<file path="src/rtl/gpu_pkg.sv">
// Shared sparkbox GPU definitions: default frame geometry, sweep FSM states and
// the sweep token layout consumed by the header pipe.
package gpu_pkg;

    localparam int unsigned H_ACTIVE_DEF   = 1280;
    localparam int unsigned V_ACTIVE_DEF   = 720;
    localparam int unsigned NUM_LAYERS_DEF = 8;

    // Counter width for a modulus n, never narrower than one bit.
    function automatic int unsigned cnt_w(input int unsigned n);
        return (n > 1) ? $clog2(n) : 1;
    endfunction

    localparam int unsigned X_W_DEF = cnt_w(H_ACTIVE_DEF);
    localparam int unsigned Y_W_DEF = cnt_w(V_ACTIVE_DEF);
    localparam int unsigned L_W_DEF = cnt_w(NUM_LAYERS_DEF);

    typedef enum logic [1:0] {
        IDLE = 2'd0,
        RUN  = 2'd1,
        DONE = 2'd2
    } sweep_state_t;

    typedef struct packed {
        logic [X_W_DEF-1:0] x;
        logic [Y_W_DEF-1:0] y;
        logic [L_W_DEF-1:0] layer;
        logic               first_layer;
        logic               last_layer;
        logic               last_pixel;
    } sweep_token_t;

endpackage

</file>
<file path="src/rtl/pixel_layer_sweep_if.sv">
// Sweep token stream (valid/ready) from the pixel/layer sweep to the header stage.
interface pixel_layer_sweep_if
    import gpu_pkg::*;
#(
    parameter int unsigned X_W = X_W_DEF,
    parameter int unsigned Y_W = Y_W_DEF,
    parameter int unsigned L_W = L_W_DEF
);
    logic           out_valid;
    logic           out_ready;
    logic [X_W-1:0] out_x;
    logic [Y_W-1:0] out_y;
    logic [L_W-1:0] out_layer;
    logic           out_first_layer;
    logic           out_last_layer;
    logic           out_last_pixel;

    modport master (
        output out_valid, out_x, out_y, out_layer,
               out_first_layer, out_last_layer, out_last_pixel,
        input  out_ready
    );

    modport slave (
        input  out_valid, out_x, out_y, out_layer,
               out_first_layer, out_last_layer, out_last_pixel,
        output out_ready
    );
endinterface

</file>
<file path="src/rtl/gpu_wrap_counter.sv">
// Modulus counter with enable, synchronous clear and terminal-count output.
// count_step is the value the counter takes on its next enabled step.
module gpu_wrap_counter #(
    parameter int unsigned MODULUS = 2,
    parameter int unsigned W       = 1
) (
    input  logic         clk,
    input  logic         rst,
    input  logic         clr,
    input  logic         en,
    output logic [W-1:0] count,
    output logic [W-1:0] count_step,
    output logic         tc
);
    localparam logic [W-1:0] LAST = W'(MODULUS - 1);

    assign tc         = (count == LAST);
    assign count_step = tc ? '0 : count + W'(1);

    // Count register: clear wins over enable; wraps to zero after LAST.
    always_ff @(posedge clk or posedge rst) begin
        if (rst) begin
            count <= '0;
        end else if (clr) begin
            count <= '0;
        end else if (en) begin
            count <= count_step;
        end
    end
endmodule

</file>
<file path="src/rtl/pixel_layer_sweep.sv">
// Pixel/layer sweep: on frame_go walks every (x, y, layer) of one frame, layer
// innermost, as a valid/ready token stream, then pulses frame_done once.
module pixel_layer_sweep
    import gpu_pkg::*;
#(
    parameter int unsigned H_ACTIVE   = H_ACTIVE_DEF,
    parameter int unsigned V_ACTIVE   = V_ACTIVE_DEF,
    parameter int unsigned NUM_LAYERS = NUM_LAYERS_DEF,
    parameter int unsigned X_W        = cnt_w(H_ACTIVE),
    parameter int unsigned Y_W        = cnt_w(V_ACTIVE),
    parameter int unsigned L_W        = cnt_w(NUM_LAYERS)
) (
    input  logic                clk_in,
    input  logic                reset_in,
    input  logic                frame_go,
    output logic                busy,
    output logic                frame_done,
    output logic [15:0]         frame_count,
    pixel_layer_sweep_if.master tok
);
    localparam logic [X_W-1:0] X_MAX = X_W'(H_ACTIVE - 1);
    localparam logic [Y_W-1:0] Y_MAX = Y_W'(V_ACTIVE - 1);
    localparam logic [L_W-1:0] L_MAX = L_W'(NUM_LAYERS - 1);

    sweep_state_t   state_q, state_d;

    logic [X_W-1:0] x_cnt, x_step, x_nxt;
    logic [Y_W-1:0] y_cnt, y_step, y_nxt;
    logic [L_W-1:0] l_cnt, l_step, l_nxt;
    logic           x_tc, y_tc, l_tc;
    logic           start, adv, x_en, y_en, frame_end;
    logic           first_q, last_l_q, last_p_q;

    assign start     = (state_q == IDLE) && frame_go;
    assign adv       = (state_q == RUN) && tok.out_ready;
    assign x_en      = adv && l_tc;
    assign y_en      = x_en && x_tc;
    assign frame_end = y_en && y_tc;

    gpu_wrap_counter #(.MODULUS(NUM_LAYERS), .W(L_W)) u_layer (
        .clk(clk_in), .rst(reset_in), .clr(start), .en(adv),
        .count(l_cnt), .count_step(l_step), .tc(l_tc)
    );

    gpu_wrap_counter #(.MODULUS(H_ACTIVE), .W(X_W)) u_x (
        .clk(clk_in), .rst(reset_in), .clr(start), .en(x_en),
        .count(x_cnt), .count_step(x_step), .tc(x_tc)
    );

    gpu_wrap_counter #(.MODULUS(V_ACTIVE), .W(Y_W)) u_y (
        .clk(clk_in), .rst(reset_in), .clr(start), .en(y_en),
        .count(y_cnt), .count_step(y_step), .tc(y_tc)
    );

    // Coordinates of the token that follows the current one, used to register flags.
    always_comb begin
        l_nxt = l_step;
        x_nxt = l_tc ? x_step : x_cnt;
        y_nxt = (l_tc && x_tc) ? y_step : y_cnt;
    end

    // State register.
    always_ff @(posedge clk_in or posedge reset_in) begin
        if (reset_in) begin
            state_q <= IDLE;
        end else begin
            state_q <= state_d;
        end
    end

    // Next-state logic; frame_go only matters in IDLE.
    always_comb begin
        state_d = state_q;
        case (state_q)
            IDLE:    if (frame_go)  state_d = RUN;
            RUN:     if (frame_end) state_d = DONE;
            DONE:    state_d = IDLE;
            default: state_d = IDLE;
        endcase
    end

    // Outputs decoded from the current state.
    always_comb begin
        busy          = (state_q == RUN);
        tok.out_valid = (state_q == RUN);
        frame_done    = (state_q == DONE);
    end

    // Token flags are loaded together with the coordinates they describe, so they
    // stay stable under backpressure; frame_count bumps on the final handshake.
    always_ff @(posedge clk_in or posedge reset_in) begin
        if (reset_in) begin
            first_q     <= 1'b0;
            last_l_q    <= 1'b0;
            last_p_q    <= 1'b0;
            frame_count <= '0;
        end else if (start) begin
            first_q  <= 1'b1;
            last_l_q <= (L_MAX == '0);
            last_p_q <= (L_MAX == '0) && (X_MAX == '0) && (Y_MAX == '0);
        end else if (frame_end) begin
            first_q     <= 1'b0;
            last_l_q    <= 1'b0;
            last_p_q    <= 1'b0;
            frame_count <= frame_count + 16'd1;
        end else if (adv) begin
            first_q  <= (l_nxt == '0);
            last_l_q <= (l_nxt == L_MAX);
            last_p_q <= (l_nxt == L_MAX) && (x_nxt == X_MAX) && (y_nxt == Y_MAX);
        end
    end

    assign tok.out_x           = x_cnt;
    assign tok.out_y           = y_cnt;
    assign tok.out_layer       = l_cnt;
    assign tok.out_first_layer = first_q;
    assign tok.out_last_layer  = last_l_q;
    assign tok.out_last_pixel  = last_p_q;
endmodule

</file>
<file path="src/flat_wrapper.sv">
// flat-port wrapper written by rule: the top's interface ports become plain ports
module pixel_layer_sweep_flat import gpu_pkg::*;
#(
    parameter int unsigned H_ACTIVE   = H_ACTIVE_DEF,
    parameter int unsigned V_ACTIVE   = V_ACTIVE_DEF,
    parameter int unsigned NUM_LAYERS = NUM_LAYERS_DEF,
    parameter int unsigned X_W        = cnt_w(H_ACTIVE),
    parameter int unsigned Y_W        = cnt_w(V_ACTIVE),
    parameter int unsigned L_W        = cnt_w(NUM_LAYERS)
)
  (clk_in, reset_in, frame_go, busy, frame_done, frame_count, tok_out_valid, tok_out_x, tok_out_y, tok_out_layer, tok_out_first_layer, tok_out_last_layer, tok_out_last_pixel, tok_out_ready);
  pixel_layer_sweep_if #(.X_W(X_W), .Y_W(Y_W), .L_W(L_W)) tok_i ();
  input  logic clk_in;
  input  logic reset_in;
  input  logic frame_go;
  output logic busy;
  output logic frame_done;
  output logic [15:0] frame_count;
  output wire logic [$bits(tok_i.out_valid)-1:0] tok_out_valid;
  output wire logic [$bits(tok_i.out_x)-1:0] tok_out_x;
  output wire logic [$bits(tok_i.out_y)-1:0] tok_out_y;
  output wire logic [$bits(tok_i.out_layer)-1:0] tok_out_layer;
  output wire logic [$bits(tok_i.out_first_layer)-1:0] tok_out_first_layer;
  output wire logic [$bits(tok_i.out_last_layer)-1:0] tok_out_last_layer;
  output wire logic [$bits(tok_i.out_last_pixel)-1:0] tok_out_last_pixel;
  input wire logic [$bits(tok_i.out_ready)-1:0] tok_out_ready;
  assign tok_out_valid = tok_i.out_valid;
  assign tok_out_x = tok_i.out_x;
  assign tok_out_y = tok_i.out_y;
  assign tok_out_layer = tok_i.out_layer;
  assign tok_out_first_layer = tok_i.out_first_layer;
  assign tok_out_last_layer = tok_i.out_last_layer;
  assign tok_out_last_pixel = tok_i.out_last_pixel;
  assign tok_i.out_ready = tok_out_ready;
  pixel_layer_sweep #(.H_ACTIVE(H_ACTIVE), .V_ACTIVE(V_ACTIVE), .NUM_LAYERS(NUM_LAYERS), .X_W(X_W), .Y_W(Y_W), .L_W(L_W)) u_core (.clk_in(clk_in), .reset_in(reset_in), .frame_go(frame_go), .busy(busy), .frame_done(frame_done), .frame_count(frame_count), .tok(tok_i));
endmodule
</file>
<file path="config.mk">
export PLATFORM = sky130hd
export DESIGN_NAME = pixel_layer_sweep_flat
export DESIGN_NICKNAME = d
export VERILOG_FILES = /design/src/rtl/gpu_pkg.sv /design/src/rtl/pixel_layer_sweep_if.sv /design/src/rtl/gpu_wrap_counter.sv /design/src/rtl/pixel_layer_sweep.sv /design/src/flat_wrapper.sv
export SDC_FILE = /design/constraint.sdc
export NUM_CORES = 1
export LEC_CHECK = 0
export BUFFER_PORTS_ARGS = -buffer_cell sky130_fd_sc_hd__buf_2
export CAP_MARGIN = 20
export CORE_UTILIZATION = 40
export DETAILED_ROUTE_END_ITERATION = 7
export PLACE_DENSITY = 0.63
export REMOVE_ABC_BUFFERS = 1
export SYNTH_ARGS = -nofsm -noshare
export SYNTH_HDL_FRONTEND = slang
export SYNTH_SLANG_ARGS = --single-unit
</file>
<file path="constraint.sdc">
create_clock -name clk_in -period 4.7 [get_ports clk_in]
set_input_delay 0.235 -clock clk_in [delete_from_list [all_inputs] [get_ports clk_in]]
set_output_delay 0.235 -clock clk_in [all_outputs]
set_load 0.01 [all_outputs]
</file>
==> results.yml <==
global_route:
  grtUsageTotal: 0.184
  initial_antenna_violation_count: 0
  grt_first_pass_wirelength_mm: 8.98
  maximum_number_of_pins_on_one_net_before_global_route_repair: 46
  global_route.overflow_total: 0
  first_global_vias: 1811
die:
  core_region_area_um2: 5640
  floorplan.initialDensity: 0.423
  top_level_ports: 50
  die_w_um: 79.2
  chipHeight_um: 79.2
  row_count: 27
  die_area_um2: 6280
critical_path:
  path_delay_family: "simple AND/OR/NAND/NOR gates"
  setup.worst_path.start_class: "register"
  cp_slowest_stage_delay_ns: 0.84
  cp_num_buf_inv: 0
  critical-path-top-cell-by-count: "sky130_fd_sc_hd__ha_1"
  worstPathRequired_ns: 4.89
  worst-r2r-cell-count: 7
  rr_startpoint: "u_core.u_layer.count[1]"
  critPathMaxFanout: 10
  regToRegSetupSlack_ns: 1.64
  cp_cell_sequence: "ha_1 -> ha_1 -> nand4b_1 -> or4_1 -> nor4_4 -> nand4_1 -> xnor2_1"
  critical-path-slowest-cell: "sky130_fd_sc_hd__or4_1"
  worstSetupPathType: "register to register"
  worstSetupEndpointType: "register"
  cp_data_arrival_time_ns: 3.25
  crit-reg2reg-capture: "u_core.frame_count[15]"
synth:
  synth-edff-count: 0
  synth_seq_cells: 45
  postSynth.asyncResetShare: 1.00
  dominantRegCellSynth: "sky130_fd_sc_hd__dfrtp_1"
  synthDistinctLibCells: 43
  yosys_warnings: 0
  syn_area_per_cell_um2: 9.62
  synthCells: 248
  synth-seq-area-share: 0.472
  post_synth_instance_area_um2: 2380
placement:
  post-dp-hpwl_mm: 3.75
  dpl_worst_slack_ns: 1.66
  numPortBuffers: 49
  place_congestion: 0.815
cts:
  worst_setup_hold_path_clk_slew_ns: 0.09
  cts_tree: "built"
  h-tree-depth: 2
  cts_resized: 0
  clock_latency_ns: 0.30
  postCtsHoldBufs: 0
  max-clock-path-buffers: 2
  cts_setup_buffers: 0
  cts_num_sinks: 45
  cts_root_buffer: "sky130_fd_sc_hd__clkbuf_8"
  cts_inserted_buffers: 5
run:
  drv_cap: 0
sta:
  clock_skew_ns: 0.00948
  finalSetupViolCount: 0
  post-route-worst-setup-slack_ns: 1.64
  rsz0062_at_grt: "false"
  setup_tns_ns: 0
  max_freq_ghz: 0.327
  period_share: 0.651
  fin_worst_hold_slack_ns: 0.139
  report.final.slew_viol_count: 0
  finalWorstPathRequiredPeriod_ns: 3.06
  tightestPinTransition_ns: 0.939
  relSlewSlack: 0.373
  report.final.hold_viol_count: 0
detailed_routing:
  dr_drc_count: 0
  drtIter0Drc: 187
  dr_total_vias: 2031
  route.antenna.remaining_nets: 0
  firstDrtPassIters: 4
  post_drt_via_cell_ratio: 5.55
  wirelength_mm: 5.36
  detail_route.wl_per_cell_um: 14.6
layout:
  post_layout_net_count: 304
  num_antenna_cells: 0
  proportion_of_layout_cells_with_a_drive_suffix_above_1: 0.207
  ff_latch_area_um2: 1130
  num-fill-cells: 530
  area_growth_from_synthesis_to_layout_pct: 16.6
  multiInputGateArea_um2: 1180
power_and_ir_drop:
  powerDensity_nw_per_um2: 316
  p_leak_nw: 1.32
  vdd_drop_max_uv: 179
run_status:
  outcome: "finished clean"
worst_hold_path:
  worstHoldPathType: "input port to asynchronous set/reset pin"
where the power goes:
part	switching (W)	internal [W]	leakage (nW)
logic	0.0000765	0.0000522	0.652
clock network	0.000135	0.000174	0.0585
registers	0.0000301	0.000411	0.613
total	0.000241	0.000637	1.32
cells in the mapped netlist, drive strengths merged, types with 2 or more instances:
library cell / instances / area share
nor2: 13 / 0.020
clkbuf: 8 / 0.013
and4: 3 / 0.011
inv: 7 / 0.011
xnor2: 17 / 0.062
nand4: 10 / 0.026
and3: 6 / 0.016
o211ai: 2 / 0.0063
o31ai: 6 / 0.019
nor2b: 5 / 0.013
a22o: 3 / 0.011
nor3b: 2 / 0.0063
nand3: 19 / 0.040
xor2: 4 / 0.015
o21ai: 29 / 0.061
a21oi: 4 / 0.0084
buf: 3 / 0.010
nor4: 3 / 0.017
nand4b: 2 / 0.0073
ha: 7 / 0.037
o41ai: 2 / 0.0073
nor3: 5 / 0.015
nand2: 28 / 0.044
a31oi: 2 / 0.0052
a21o: 2 / 0.0063
dfrtp: 45 / 0.47
routing by layer:
layer / vias up / share of wire / GRT usage
met5: - / 0 / 0
met4: 0 / 0.015 / 0.0764
met3: 7 / 0.043 / 0.0379
met2: 62 / 0.43 / 0.255
met1: 972 / 0.51 / 0.274
li1: 990 / - / -
cell usage in the layout, fill, tap and decap left out, drive strengths merged, types with 5 or more instances in the layout:
cell type   n
and3        6
buf        49
clkbuf      7
dfrtp      45
ha          7
inv         7
nand2      28
nand3      19
nand4      10
nor2       13
nor2b       5
nor3        5
o21ai      29
o31ai       6
xnor2      17
per-stage QoR:
stage	instances	instance area, um^2	power [W]	util
2_1_floorplan	237	2330	0.000525	-
3_3_place_gp	358	2670	0.000576	0.472
3_5_place_dp	358	2670	0.000577	0.472
4_1_cts	366	2780	0.000889	0.493
5_1_grt	366	2780	0.000923	0.493
6_report	366	2780	0.000878	0.493
registers in the layout, summed over array words and instances, names as in the netlist:
signal and cells:
u_core.frame_count 16, u_core.tok.out_last_layer 1, u_core.tok.out_first_layer 1, u_core.u_layer.count 3, u_core.tok.out_last_pixel 1, u_core.u_x.count 11, u_core.state_q 2, u_core.u_y.count 10
final cells by class:
type                       instances  share of cell area
clock buffer                       7              0.0310
clock inverter                     1              0.0108
inverter                           7             0.00945
multi-input combinational        185               0.423
sequential                        45               0.405
tap                               72              0.0324
timing repair buffer              49              0.0882
kinds of logic (layout without fill, tap and decap cells):
group,count (synthesis),count (layout),synth area share
xor+xnor,21,21,0.0771
flops,45,45,0.472
compound gates,56,56,0.146
fa+ha+maj,7,7,0.0367
simple gates,101,101,0.233
buf+inv,18,64,0.0341
worst max path at each step:
stage                            start                endpoint  slack, ns  depth (start not counted)
2_1_floorplan  u_core.u_layer.count[0]  u_core.frame_count[15]       2.04                          7
3_3_place_gp   u_core.u_layer.count[0]  u_core.frame_count[15]       1.82                          7
3_5_place_dp   u_core.u_layer.count[1]  u_core.frame_count[15]       1.66                          7
4_1_cts        u_core.u_layer.count[1]  u_core.frame_count[15]       1.62                          7
5_1_grt        u_core.u_layer.count[1]   u_core.frame_count[9]       1.41                          7
6_report       u_core.u_layer.count[1]  u_core.frame_count[15]       1.64                          7
(Power assumes the default switching activity.)
